<file path="src/rtl/fpu_types_pkg.sv">
// Shared half-precision constants, helpers and the reduction state type.
package fpu_types_pkg;

  localparam int unsigned HALF_FLOAT_W    = 16;
  localparam int unsigned HALF_EXPONENT_W = 5;
  localparam int unsigned HALF_FRACTION_W = 10;

  localparam logic [HALF_FLOAT_W-1:0] HALF_INF  = 16'h7C00;
  localparam logic [HALF_FLOAT_W-1:0] HALF_INFN = 16'hFC00;
  localparam logic [HALF_FLOAT_W-1:0] HALF_NAN  = 16'h7E00;
  localparam logic [HALF_FLOAT_W-1:0] HALF_ZERO = 16'h0000;

  typedef enum logic [1:0] {
    IDLE  = 2'd0,
    ACCUM = 2'd1,
    DONE  = 2'd2
  } reduce_state_t;

  // Exponent all ones with a nonzero fraction.
  function automatic logic half_is_nan(input logic [HALF_FLOAT_W-1:0] f);
    return (&f[HALF_FLOAT_W-2 -: HALF_EXPONENT_W]) && (|f[HALF_FRACTION_W-1:0]);
  endfunction

  // NaN whose quiet bit (fraction MSB) is clear.
  function automatic logic half_is_snan(input logic [HALF_FLOAT_W-1:0] f);
    return half_is_nan(f) && !f[HALF_FRACTION_W-1];
  endfunction

endpackage

</file>
<file path="src/rtl/float_minmax_16bit.sv">
// Combinational half-float min/max with fmin/fmax NaN and signed-zero rules.
module float_minmax_16bit
  import fpu_types_pkg::*;
(
  input  logic [HALF_FLOAT_W-1:0] float1,
  input  logic [HALF_FLOAT_W-1:0] float2,
  input  logic                    max,
  output logic [HALF_FLOAT_W-1:0] result_c
);

  logic nan1;
  logic nan2;
  logic lt;

  // Sign-magnitude ordering: -0 sorts below +0 because signs differ.
  always_comb begin
    nan1 = half_is_nan(float1);
    nan2 = half_is_nan(float2);
    lt   = 1'b0;
    if (float1[HALF_FLOAT_W-1] != float2[HALF_FLOAT_W-1]) begin
      lt = float1[HALF_FLOAT_W-1];
    end else if (float1[HALF_FLOAT_W-1]) begin
      lt = float1[HALF_FLOAT_W-2:0] > float2[HALF_FLOAT_W-2:0];
    end else begin
      lt = float1[HALF_FLOAT_W-2:0] < float2[HALF_FLOAT_W-2:0];
    end

    result_c = float1;
    if (nan1 && nan2) begin
      result_c = HALF_NAN;
    end else if (nan1) begin
      result_c = float2;
    end else if (nan2) begin
      result_c = float1;
    end else if (max) begin
      result_c = lt ? float2 : float1;
    end else begin
      result_c = lt ? float1 : float2;
    end
  end

endmodule

</file>
<file path="src/rtl/float_minmax_reduce_16bit.sv">
// Streaming half-float min/max reduction returning the value and its arrival index.
module float_minmax_reduce_16bit
  import fpu_types_pkg::*;
#(
  parameter int unsigned MAX_LEN = 32,
  parameter int unsigned IDX_W   = $clog2(MAX_LEN),
  parameter int unsigned LEN_W   = $clog2(MAX_LEN + 1)
) (
  input  logic                    CLK,
  input  logic                    RST,
  input  logic                    start,
  input  logic [LEN_W-1:0]        len,
  input  logic                    max,
  input  logic                    in_valid,
  output logic                    in_ready,
  input  logic [HALF_FLOAT_W-1:0] in_data,
  output logic                    out_valid,
  input  logic                    out_ready,
  output logic [HALF_FLOAT_W-1:0] out_data,
  output logic [IDX_W-1:0]        out_index,
  output logic                    nv_flag,
  output logic                    len_err,
  output logic                    busy
);

  reduce_state_t           state;
  logic [LEN_W-1:0]        len_q;
  logic                    max_q;
  logic [LEN_W-1:0]        count;
  logic [HALF_FLOAT_W-1:0] best;
  logic [IDX_W-1:0]        best_idx;

  logic [HALF_FLOAT_W-1:0] cmp_res;
  logic [HALF_FLOAT_W-1:0] next_best;
  logic [IDX_W-1:0]        next_idx;
  logic [LEN_W-1:0]        count_inc;
  logic                    in_nan;
  logic                    beat;

  float_minmax_16bit u_cmp (
    .float1   (best),
    .float2   (in_data),
    .max      (max_q),
    .result_c (cmp_res)
  );

  // Candidate running result; the index moves only on a real (non-NaN) change.
  always_comb begin
    in_nan    = half_is_nan(in_data);
    beat      = in_valid && in_ready;
    count_inc = count + LEN_W'(1);
    next_best = cmp_res;
    next_idx  = best_idx;
    if (count == '0) begin
      next_best = in_data;
      next_idx  = '0;
    end else if (!in_nan && (cmp_res != best)) begin
      next_idx = IDX_W'(count);
    end
  end

  // Control FSM with registered handshake and result outputs.
  always_ff @(posedge CLK) begin
    if (RST) begin
      state     <= IDLE;
      len_q     <= '0;
      max_q     <= 1'b0;
      count     <= '0;
      best      <= '0;
      best_idx  <= '0;
      in_ready  <= 1'b0;
      out_valid <= 1'b0;
      out_data  <= '0;
      out_index <= '0;
      nv_flag   <= 1'b0;
      len_err   <= 1'b0;
      busy      <= 1'b0;
    end else begin
      case (state)
        IDLE: begin
          if (start) begin
            len_q   <= len;
            max_q   <= max;
            count   <= '0;
            nv_flag <= 1'b0;
            len_err <= 1'b0;
            busy    <= 1'b1;
            if ((len == '0) || (len > LEN_W'(MAX_LEN))) begin
              state     <= DONE;
              out_valid <= 1'b1;
              out_data  <= HALF_NAN;
              out_index <= '0;
              len_err   <= 1'b1;
            end else begin
              state    <= ACCUM;
              in_ready <= 1'b1;
            end
          end
        end
        ACCUM: begin
          if (beat) begin
            best     <= next_best;
            best_idx <= next_idx;
            count    <= count_inc;
            if (half_is_snan(in_data)) begin
              nv_flag <= 1'b1;
            end
            if (count_inc == len_q) begin
              state     <= DONE;
              in_ready  <= 1'b0;
              out_valid <= 1'b1;
              out_data  <= half_is_nan(next_best) ? HALF_NAN : next_best;
              out_index <= next_idx;
            end
          end
        end
        DONE: begin
          if (out_ready) begin
            state     <= IDLE;
            out_valid <= 1'b0;
            busy      <= 1'b0;
          end
        end
        default: begin
          state <= IDLE;
        end
      endcase
    end
  end

endmodule

</file>
<file path="config.mk">
export PLATFORM = sky130hd
export DESIGN_NAME = float_minmax_reduce_16bit
export DESIGN_NICKNAME = d
export VERILOG_FILES = /design/src/rtl/fpu_types_pkg.sv /design/src/rtl/float_minmax_16bit.sv /design/src/rtl/float_minmax_reduce_16bit.sv
export SDC_FILE = /design/constraint.sdc
export NUM_CORES = 1
export LEC_CHECK = 0
export ABC_AREA = 1
export ABC_CLOCK_PERIOD_IN_PS = 4180
export CAP_MARGIN = 30
export CORE_MARGIN = 1.5
export CORE_UTILIZATION = 64
export DETAILED_ROUTE_END_ITERATION = 7
export DONT_BUFFER_PORTS = 1
export PLACE_DENSITY_LB_ADDON = 0.1
export SYNTH_ARGS = -nofsm -noshare
export SYNTH_HDL_FRONTEND = slang
export SYNTH_SLANG_ARGS = --single-unit
</file>
<file path="constraint.sdc">
create_clock -name CLK -period 4.18 [get_ports CLK]
set_clock_uncertainty 0.05 [all_clocks]
set_input_delay 0.836 -clock CLK [delete_from_list [all_inputs] [get_ports CLK]]
set_output_delay 0.836 -clock CLK [all_outputs]
set_load 0.01 [all_outputs]
</file>
# [Word-level counts from Yosys, hierarchy flattened]
# Cells that the tools add are included.
[classes] n_addsub=1 order_cmp=3 n_eq_ne=12 n_mux=49 n_reduce_logical=31
[op_table] op="two-way mux 16 bit" n=12
[op_table] op="case mux 16 bit (2 select lines)" n=1
[op_table] op="two-way mux 5 bit" n=6
[op_table] op="OR reduction 10 bit" n=3
[op_table] op="AND reduction 5 bit" n=5
[op_table] op="two-way mux 1 bit" n=16
[op_table] op="inequality test 16 bit" n=1
[op_table] op="> comparator 15 bit" n=1
[op_table] op="less-than comparator 15 bit" n=1
[op_table] op="inequality test 2 bit, second input constant" n=7
[op_table] op="zero test 6 bit" n=2
[op_table] op="two-way mux 6 bit" n=2
[op_table] op="case mux 6 bit (2 select lines)" n=1
[op_table] op="two-way mux 2 bit" n=5
[op_table] op="case mux 5 bit (2 select lines)" n=1
[op_table] op="AND reduction 4 bit" n=2
[op_table] op="logical AND 1 bit" n=7
[op_table] op="adder 6 x 1 -> 6 bit, second input constant" n=1
[op_table] op="== test 6 bit" n=1
[op_table] op="> comparator 6 bit, second input constant" n=1
[op_table] op="case mux 1 bit (2 select lines)" n=3
[op_table] op="case mux 2 bit (3 select lines)" n=1
[op_table] op="AND reduction 3 bit" n=2
[op_table] op="AND reduction 6 bit" n=1
[op_table] op="other kinds (10)" n=13
[totals] register_bits=62 inputBits=28 output_inout_bits=26 word_cells=109

# [Longest topological paths before layout]
# Gate-level depths: netlist of the first run.
[depth] word_depth=15 ltp_mapped=27 ltp_nobuf=25

# [By module]
# From an unflattened synthesis of the first run, not the netlist that was laid out.
[hier_totals] cells_unflattened=750 area_unflattened_um2=4525.6
[by_module_without_submodules] mod="float_minmax_reduce_16bit" n_inst=1 cells_per_inst=585 area_each_um2=3609.7 seq_area_each_um2=1241.2
[by_module_without_submodules] mod="float_minmax_16bit" n_inst=1 cells_per_inst=165 area_each_um2=915.9 seq_area_each_um2=0.0

# [Worst setup path after synthesis of the first run]
# No wires, ideal clock.
[synth_path] path_type="input port to flip-flop" start="input in_data[6]" end="register out_data[5]" setup_ns=0.132 arrival_time_ns=3.047 required_time_ns=3.998 slack_ns=0.951 path_stages=25 path_buffers=3 path_cell_list="clkinv_1 > ha_1 > nand2_1 > inv_1 > a21oi_1 > nand2_1 > nand2_1 > nand2_1 > nand2_1 > nand2_1 > nand2_1 > nand2_1 > nand3_2 > nand2_2 > buf_6 > buf_4 > o211ai_1 > o21ai_0 > nor2_1 > nand2_1 > nor2_2 > o21ai_2 > buf_6 > nand3_1 > a21oi_1"
[synth_between] elab_chain_cells=15 word_cells_on_any_way=21 classes_between="order compare: 2; mux: 13; reduce/logical: 6"
[synth_lines] element="from (decl)" line_no="float_minmax_reduce_16bit.sv:16" text="input logic [HALF_FLOAT_W-1:0] in_data,"
[synth_lines] element="less-than comparator 15 bit or > comparator 15 bit (tied branches)" line_no="float_minmax_16bit.sv:25, float_minmax_16bit.sv:23"
[synth_lines] element="two-way mux 1 bit" line_no="float_minmax_16bit.sv:22" text="end else if (float1[HALF_FLOAT_W-1]) begin"
[synth_lines] element="two-way mux 1 bit" line_no="float_minmax_16bit.sv:20" text="if (float1[HALF_FLOAT_W-1] != float2[HALF_FLOAT_W-1]) begin"
[synth_lines] element="two-way mux 16 bit (on tied branches)" line_no="float_minmax_16bit.sv:38, float_minmax_16bit.sv:36"
[synth_lines] element="two-way mux 16 bit" line_no="float_minmax_16bit.sv:35" text="end else if (max) begin"
[synth_lines] element="two-way mux 16 bit" line_no="float_minmax_16bit.sv:33" text="end else if (nan2) begin"
[synth_lines] element="two-way mux 16 bit" line_no="float_minmax_16bit.sv:31" text="end else if (nan1) begin"
[synth_lines] element="two-way mux 16 bit" line_no="float_minmax_16bit.sv:29" text="if (nan1 && nan2) begin"
[synth_lines] element="two-way mux 16 bit *" line_no="float_minmax_reduce_16bit.sv:54" text="if (count == '0) begin"
[synth_lines] element="OR reduction 10 bit or AND reduction 5 bit (tied branches)" line_no="fpu_types_pkg.sv:21" text="return (&f[HALF_FLOAT_W-2 -: HALF_EXPONENT_W]) && (|f[HALF_FRACTION_W-1:0]);"
[synth_lines] element="logical AND 1 bit" line_no="fpu_types_pkg.sv:21"
[synth_lines] element="two-way mux 16 bit *" line_no="float_minmax_reduce_16bit.sv:112" text="out_data <= half_is_nan(next_best) ? HALF_NAN : next_best;"
[synth_lines] element="two-way mux 16 bit *" line_no="float_minmax_reduce_16bit.sv:108" text="if (count_inc == len_q) begin"
[synth_lines] element="two-way mux 16 bit *" line_no="float_minmax_reduce_16bit.sv:101" text="if (beat) begin"
[synth_lines] element="case mux 16 bit (2 select lines) *" line_no="float_minmax_reduce_16bit.sv:79" text="case (state)"
[synth_lines] element="to (signal assigned)" line_no="float_minmax_reduce_16bit.sv:112"
[synth_lines] element="to (decl)" line_no="float_minmax_reduce_16bit.sv:19" text="output logic [HALF_FLOAT_W-1:0] out_data,"
# Every way passes the cells marked *; elsewhere a longest branch is shown, timed or not. The select of a mux whose other input is x is not followed.
# A chain may end at the register's enable or synchronous reset.

# [Worst setup path in the final report of the first run]
[layout_path] start="input in_data[14]" end="register out_data[0]"
# The elaborated chain is that of the path after synthesis.

==> flow_metrics.tcl, run 1 <==
set metrics [dict create \
    status "finished clean" \
    path_cells "inv_1 > ha_1 > nand2_1 > nor2_2 > inv_2 > nor2_2 > nand4_1 > nand2_1 > nand2_1 > nand2_1 > nand2_1 > nand3_2 > nand2_2 > buf_4 > nand2_1 > o21ai_1 > o21ai_1 > nand2_1 > nor2_1 > nand2_1 > o21ai_2 > nand2_1 > a21oi_1" \
    start_util_pct 66.3 \
    seqPwrFrac_pct 39.4 \
    vias_per_cell 5.70 \
    slew_headroom_pct 39.0 \
    grtUsageTotal_pct 30.9 \
    slew_viol_final 0 \
    synth_most_common_cell "nand2_1" \
    p_int_w 0.00117 \
    crit_family "simple AND/OR/NAND/NOR gates" \
    post_cts_buffers 0 \
    die_h_um 81.1 \
    dr.max_layer_used "met4" \
    io_pins 54 \
    synth-seq-area-share_pct 31.8 \
    finalCritPeriodShare_pct 85.9 \
    clkLatencyLatePin_ns 0.34 \
    ir_drop_v 0.000337 \
    syn_area_per_cell_um2 6.47 \
    p_comb_share_pct 26.4 \
    numCtsBuffers 9 \
    placed_cells 661 \
    synthCells 603 \
    max_freq_mhz 279 \
    totalWireLength_mm 9.49 \
    synth.distinct_cells 34 \
    crit_buf_inv 3 \
    dp_hpwl_mm 7.04 \
    critPathKind "in2reg" \
    drtIter0Drc 286 \
    tns_ns 0 \
    critPathSlowestCell "o21ai_2" \
    period_needed_ns 3.59 \
    fillers 531 \
    postLayoutCellArea_um2 4160 \
    num_vias 3860 \
    clk_pin_slew_ns 0.06 \
    clockBufferDepth 2 \
    wl_met2_mm 4.44 \
    cap_violations 0 \
    ys_ff_latch 62 \
    hold_viol_final 0 \
    io_buffers 0 \
    rows 28 \
    worstPathMaxFanout 19 \
    area_growth_pct 6.51 \
    p_sw_w 0.000593 \
    grt_max_degree 43 \
    place_area_um2 3920 \
    clkPwrFrac_pct 34.2 \
    grt-ovfl-total 0 \
    cts_resized 0 \
    syn_nets 650 \
    start_kind "input port" \
    tightestPinTransition_ns 0.914 \
    netlist_area_um2 3900 \
    nNetsFinal 644 \
    synth_edf_count 0 \
    die_w_um 81.1 \
    rsz0062_at_grt "false" \
    power_leakage_nw 1.87 \
    gp_congestion 0.933 \
    crit_arrival_ns 3.81 \
    met3WireLength_um 558 \
    swShare_pct 33.6 \
    antenna_cells 0 \
    synth_top_area_share_pct 31.8 \
    drc 0 \
    dr.pass1.iters 5 \
    layout-drive-gt1-share_pct 7.14 \
    synth_common_cells "nand2_1, inv_1, nor2_1" \
    hold_path.class "reg2reg" \
    required_ns 4.40 \
    async_reset_ff_share_pct 0 \
    multi_input_comb_area_um2 2220 \
    ys_top_cells_by_area "dfxtp_1, nand2_1, a21oi_1" \
    setup-violations-final 0 \
    root_buffer "clkbuf_8" \
    wl_met1_mm 4.31 \
    grt_pass1_wl_mm 15.8 \
    cts_max_level 3 \
    worstSetupEndpointType "flop" \
    pwr_density_cell_nw_per_um2 424 \
    ant_nets 0 \
    ys.flop_type "dfxtp_1" \
    hold_ws_ns 0.445 \
    post_drt_wl_per_cell_um 14.0 \
    seq_area_um2 1240 \
    cts_tree "done" \
    core_um2 5890 \
    cpMostUsedCell "nand2_1" \
    synth_top_cell_by_area "dfxtp_1" \
    total_power_w 0.00176 \
    instances_no_fill 677 \
    antenna_found_initial 0 \
    grt_pass1_vias 3546 \
    clock_sinks 62 \
    ctsHoldBuffers 0 \
    slowest_delay_ns 0.37 \
    yosysWarnings 0 \
    die-area_um2 6570 \
]
[path summary, 6_finish.rpt]
check	cells past startpoint	from	slack (ns)	to
worst max-delay path	23	in_data[14]	0.59	out_data[0]
worst min register to register	2	count[4]	0.44	count[4]
worst min-delay path	2	count[4]	0.44	count[4]
worst max register to register	22	best[14]	0.76	out_data[0]
[per-stage QoR]
stage | utilization, % | worst slack (ns)
final | 70.6 | 0.591
after global routing | 70.6 | 0.238
after CTS | 70.6 | 0.685
after detailed placement | 66.6 | 0.362
after global placement | 66.6 | 0.513
after floorplan | - | 0.951
[logic make-up after synthesis]
group,Yosys count,synth area share (%)
adders and majority gates,19,6.09
and+or+nand+nor,264,29.3
AOI/OAI and AO/OA,139,19.1
DFF,62,31.8
buffers and inverters,109,11.4
xor gates and xnor gates,10,2.25
[area by class of cell]
cell class                 instances  share of cell area (%)
clock inverter                     3                    1.57
timing repair buffer               6                    1.08
clock buffer                      13                    4.07
tap                               75                    2.26
multi-input combinational        432                    53.4
sequential                        62                    29.9
inverter                          86                    7.77
[worst min-delay path, stage by stage, from the launching register on]
cell and delay [ns]:
dfxtp_1 0.33, nand2_1 0.07, a21oi_1 0.06
[per-layer routing]
metal,track usage [%],up-vias
met1,38.2,1758
met3,6.85,21
met4,10.3,0
li1,-,1961
met5,0,-
met2,52.8,120
[power by group through the flow]
stage,logic (W),registers [W],clock network (W)
global route,0.000522,0.000701,0.000632
detailed placement,0.000453,0.000706,0
global placement,0.000441,0.000705,0
floorplan,0.000374,0.000694,0
CTS,0.000457,0.000694,0.000609
finish,0.000465,0.000694,0.000603
[sequential cells by signal, indices dropped and copies added (netlist names), 2 cells and up]
name / cells
best: 16
out_data: 16
count: 6
len_q: 6
best_idx: 5
out_index: 5
state: 2
[layout by cell type, fill, tap and decap left out, types with 2 or more instances in the layout]
cell / count
nand3b_1: 6
o21ai_1: 19
nand2_2: 3
nand4_1: 13
buf_4: 6
o31ai_1: 2
inv_1: 77
ha_1: 19
nor2_2: 5
nor3_1: 4
a21oi_1: 58
dfxtp_1: 62
inv_2: 6
nand2_1: 117
a211oi_1: 2
clkinv_1: 3
xor2_1: 7
xnor2_1: 3
nand3_1: 47
clkbuf_8: 12
bufinv_16: 2
o21ai_0: 45
o211ai_1: 6
o21ai_2: 3
nor2_1: 65
No activity file was read; power rests on OpenSTA's default activity.
==> run 2, diff against run 1 <==
ABC_CLOCK_PERIOD_IN_PS = 4100   (was 4180)
clock period = 4.1 ns   (was 4.18 ns; I/O delays follow)
==> run 2 against run 1 <==
Net effect: combinational power grew 1%; die area is the same; sequential share of layout area grew 0.63 points; non-clock buffer count is 2 lower; hold slack worse by 0.0034 ns; global-route usage down 1.3 points; critical path depth is the same; via count about the same; clock-buffer cell count fell by 3; clock power shrank 30%; total power decreased by 9.2%; critical path type unchanged; critical endpoint is now out_data[5]; largest power group unchanged; highest routed layer unchanged.
==> flow_metrics.tcl, run 2 (synthesis gave the netlist of run 1 again) <==
set metrics [dict create \
    cts_max_level 3 \
    antenna_cells 0 \
    vias_per_cell 5.75 \
    path_cells "clkinv_1 > ha_1 > nand2_1 > nor2_1 > nand2_1 > nand2_1 > nand2_1 > nand2_1 > nand2_1 > nand2_1 > nand2_1 > nand2_1 > nand3_2 > nand2_2 > buf_12 > o21ai_1 > o21ai_1 > nand2_1 > nor2_1 > nand2_1 > o21ai_4 > nand3_1 > a21oi_1" \
    post_cts_buffers 0 \
    worstPathMaxFanout 39 \
    place_area_um2 3920 \
    utilization_pct 69.1 \
    critPathKind "in2reg" \
    rsz0062_at_grt "false" \
    root_buffer "clkbuf_8" \
    final_common_cell "nand2_1" \
    drc 0 \
    critPathSlowestCell "ha_1" \
    hold_viol_final 0 \
    ant_nets 0 \
    clock_sinks 62 \
    holdPathStages 2 \
    crit_family "simple AND/OR/NAND/NOR gates" \
    nNetsFinal 642 \
    io_buffers 0 \
    power_leakage_nw 1.82 \
    totalWireLength_mm 9.39 \
    start_kind "input port" \
    period_needed_ns 3.57 \
    rows 28 \
    pre_cts_slack_ns 0.188 \
    fillers 580 \
    clk_pin_slew_ns 0.07 \
    fin_ws_ns 0.527 \
    worstSetupStartpoint "in_data[6]" \
    dr.pass1.iters 5 \
    tightestPinTransition_ns 0.893 \
    die_h_um 81.1 \
    max_freq_mhz 280 \
    top_regs "best (16), out_data (16)" \
    ir_drop_v 0.000364 \
    final_cell_mix "nand2_1, inv_1, nor2_1, dfxtp_1, a21oi_1" \
    setup-violations-final 0 \
    slowest_delay_ns 0.33 \
    clockBufferDepth 2 \
    grtUsageTotal_pct 29.6 \
    grt_max_degree 42 \
    core_um2 5890 \
    crit_buf_inv 2 \
    slew_viol_final 0 \
    worstSetupEndpointType "flop" \
    cpMostUsedCell "nand2_1" \
    numCtsBuffers 9 \
    post_drt_wl_per_cell_um 14.0 \
    die-area_um2 6570 \
    required_ns 4.33 \
    tns_ns 0 \
    reg2reg_slack_ns 0.79 \
    dp_hpwl_mm 6.95 \
    crit_arrival_ns 3.80 \
    cts_tree "done" \
    num_vias 3862 \
    slew_headroom_pct 40.4 \
    ff2ff_path_depth 22 \
    layout-drive-gt1-share_pct 6.37 \
    area_growth_pct 4.30 \
    start_util_pct 66.3 \
    grt_pass1_vias 3430 \
    grt-ovfl-total 0 \
    drtIter0Drc 223 \
    pwr_density_cell_nw_per_um2 393 \
    antenna_found_initial 0 \
    r2r-start "best[6]" \
    hold_path.class "reg2reg" \
    cap_violations 0 \
    r2r_end "out_data[5]" \
    min_delay_worst_endpoint "count[4]" \
    gp_congestion 0.835 \
    postLayoutCellArea_um2 4070 \
    grt_pass1_wl_mm 15.3 \
    clkLatencyLatePin_ns 0.34 \
    die_w_um 81.1 \
    hold_ws_ns 0.441 \
    finalCritPeriodShare_pct 87.2 \
    status "finished clean" \
    hp-start "count[4]" \
    io_pins 54 \
]
run 2: changes by cell type in the layout (fill, tap and decap cells not counted), sizes merged:
cell,delta
clkbuf,-3
buf,-2
bufinv,-2
clkinv,+2
run 2: what timing repair did:
action,4_1_cts,5_1_grt
resized for setup,0,1
hold buffers,0,0
endpoints found under the setup margin,0,1
run 2: layout make-up:
type,count,area [µm²],share of cell area (%)
multi-input combinational,432,2230,54.7
sequential,62,1240,30.5
inverter,86,323,7.93
clock buffer,10,128,3.14
tap,75,93.8,2.31
timing repair buffer,4,42.5,1.05
clock inverter,3,15.0,0.369
run 2: metal layers:
metal  GRT usage [%]  vias up  part of all wire (%)
met5               0        -                     0
met4            7.24        0                   1.1
met2            49.8      117                    47
li1                -     1958                     -
met1            37.5     1778                    45
met3            7.98        9                   6.6
run 2: per-stage QoR:
stage	total power, W	instances
6_report	0.00160	672
5_1_grt	0.00169	672
4_1_cts	0.00159	672
3_5_place_dp	0.00118	659
3_3_place_gp	0.00117	659
2_1_floorplan	0.00109	603
run 2: worst max-delay path by stage:
stage                              end  slack, ns  cells after the start
after floorplan            out_data[5]       0.89                     25
after CTS                 out_data[15]       0.51                     23
final                      out_data[5]       0.53                     23
after detailed placement   out_data[5]       0.19                     23
after global routing      out_data[15]       0.11                     23
after global placement    out_data[15]       0.26                     23
run 2: power by group:
part           leakage [nW]  internal [W]  switching (W)
Sequential            0.504      0.000655      0.0000537
Combinational          1.24      0.000147       0.000323
Clock                0.0776      0.000206       0.000216
Total                  1.82       0.00101       0.000592
run 2: worst min-delay path: cells and delay by family (launching register included):
kind | cells | cell delay, ns
AOI/OAI and AO/OA | 1 | 0.06
DFF | 1 | 0.33
and+or+nand+nor | 1 | 0.07
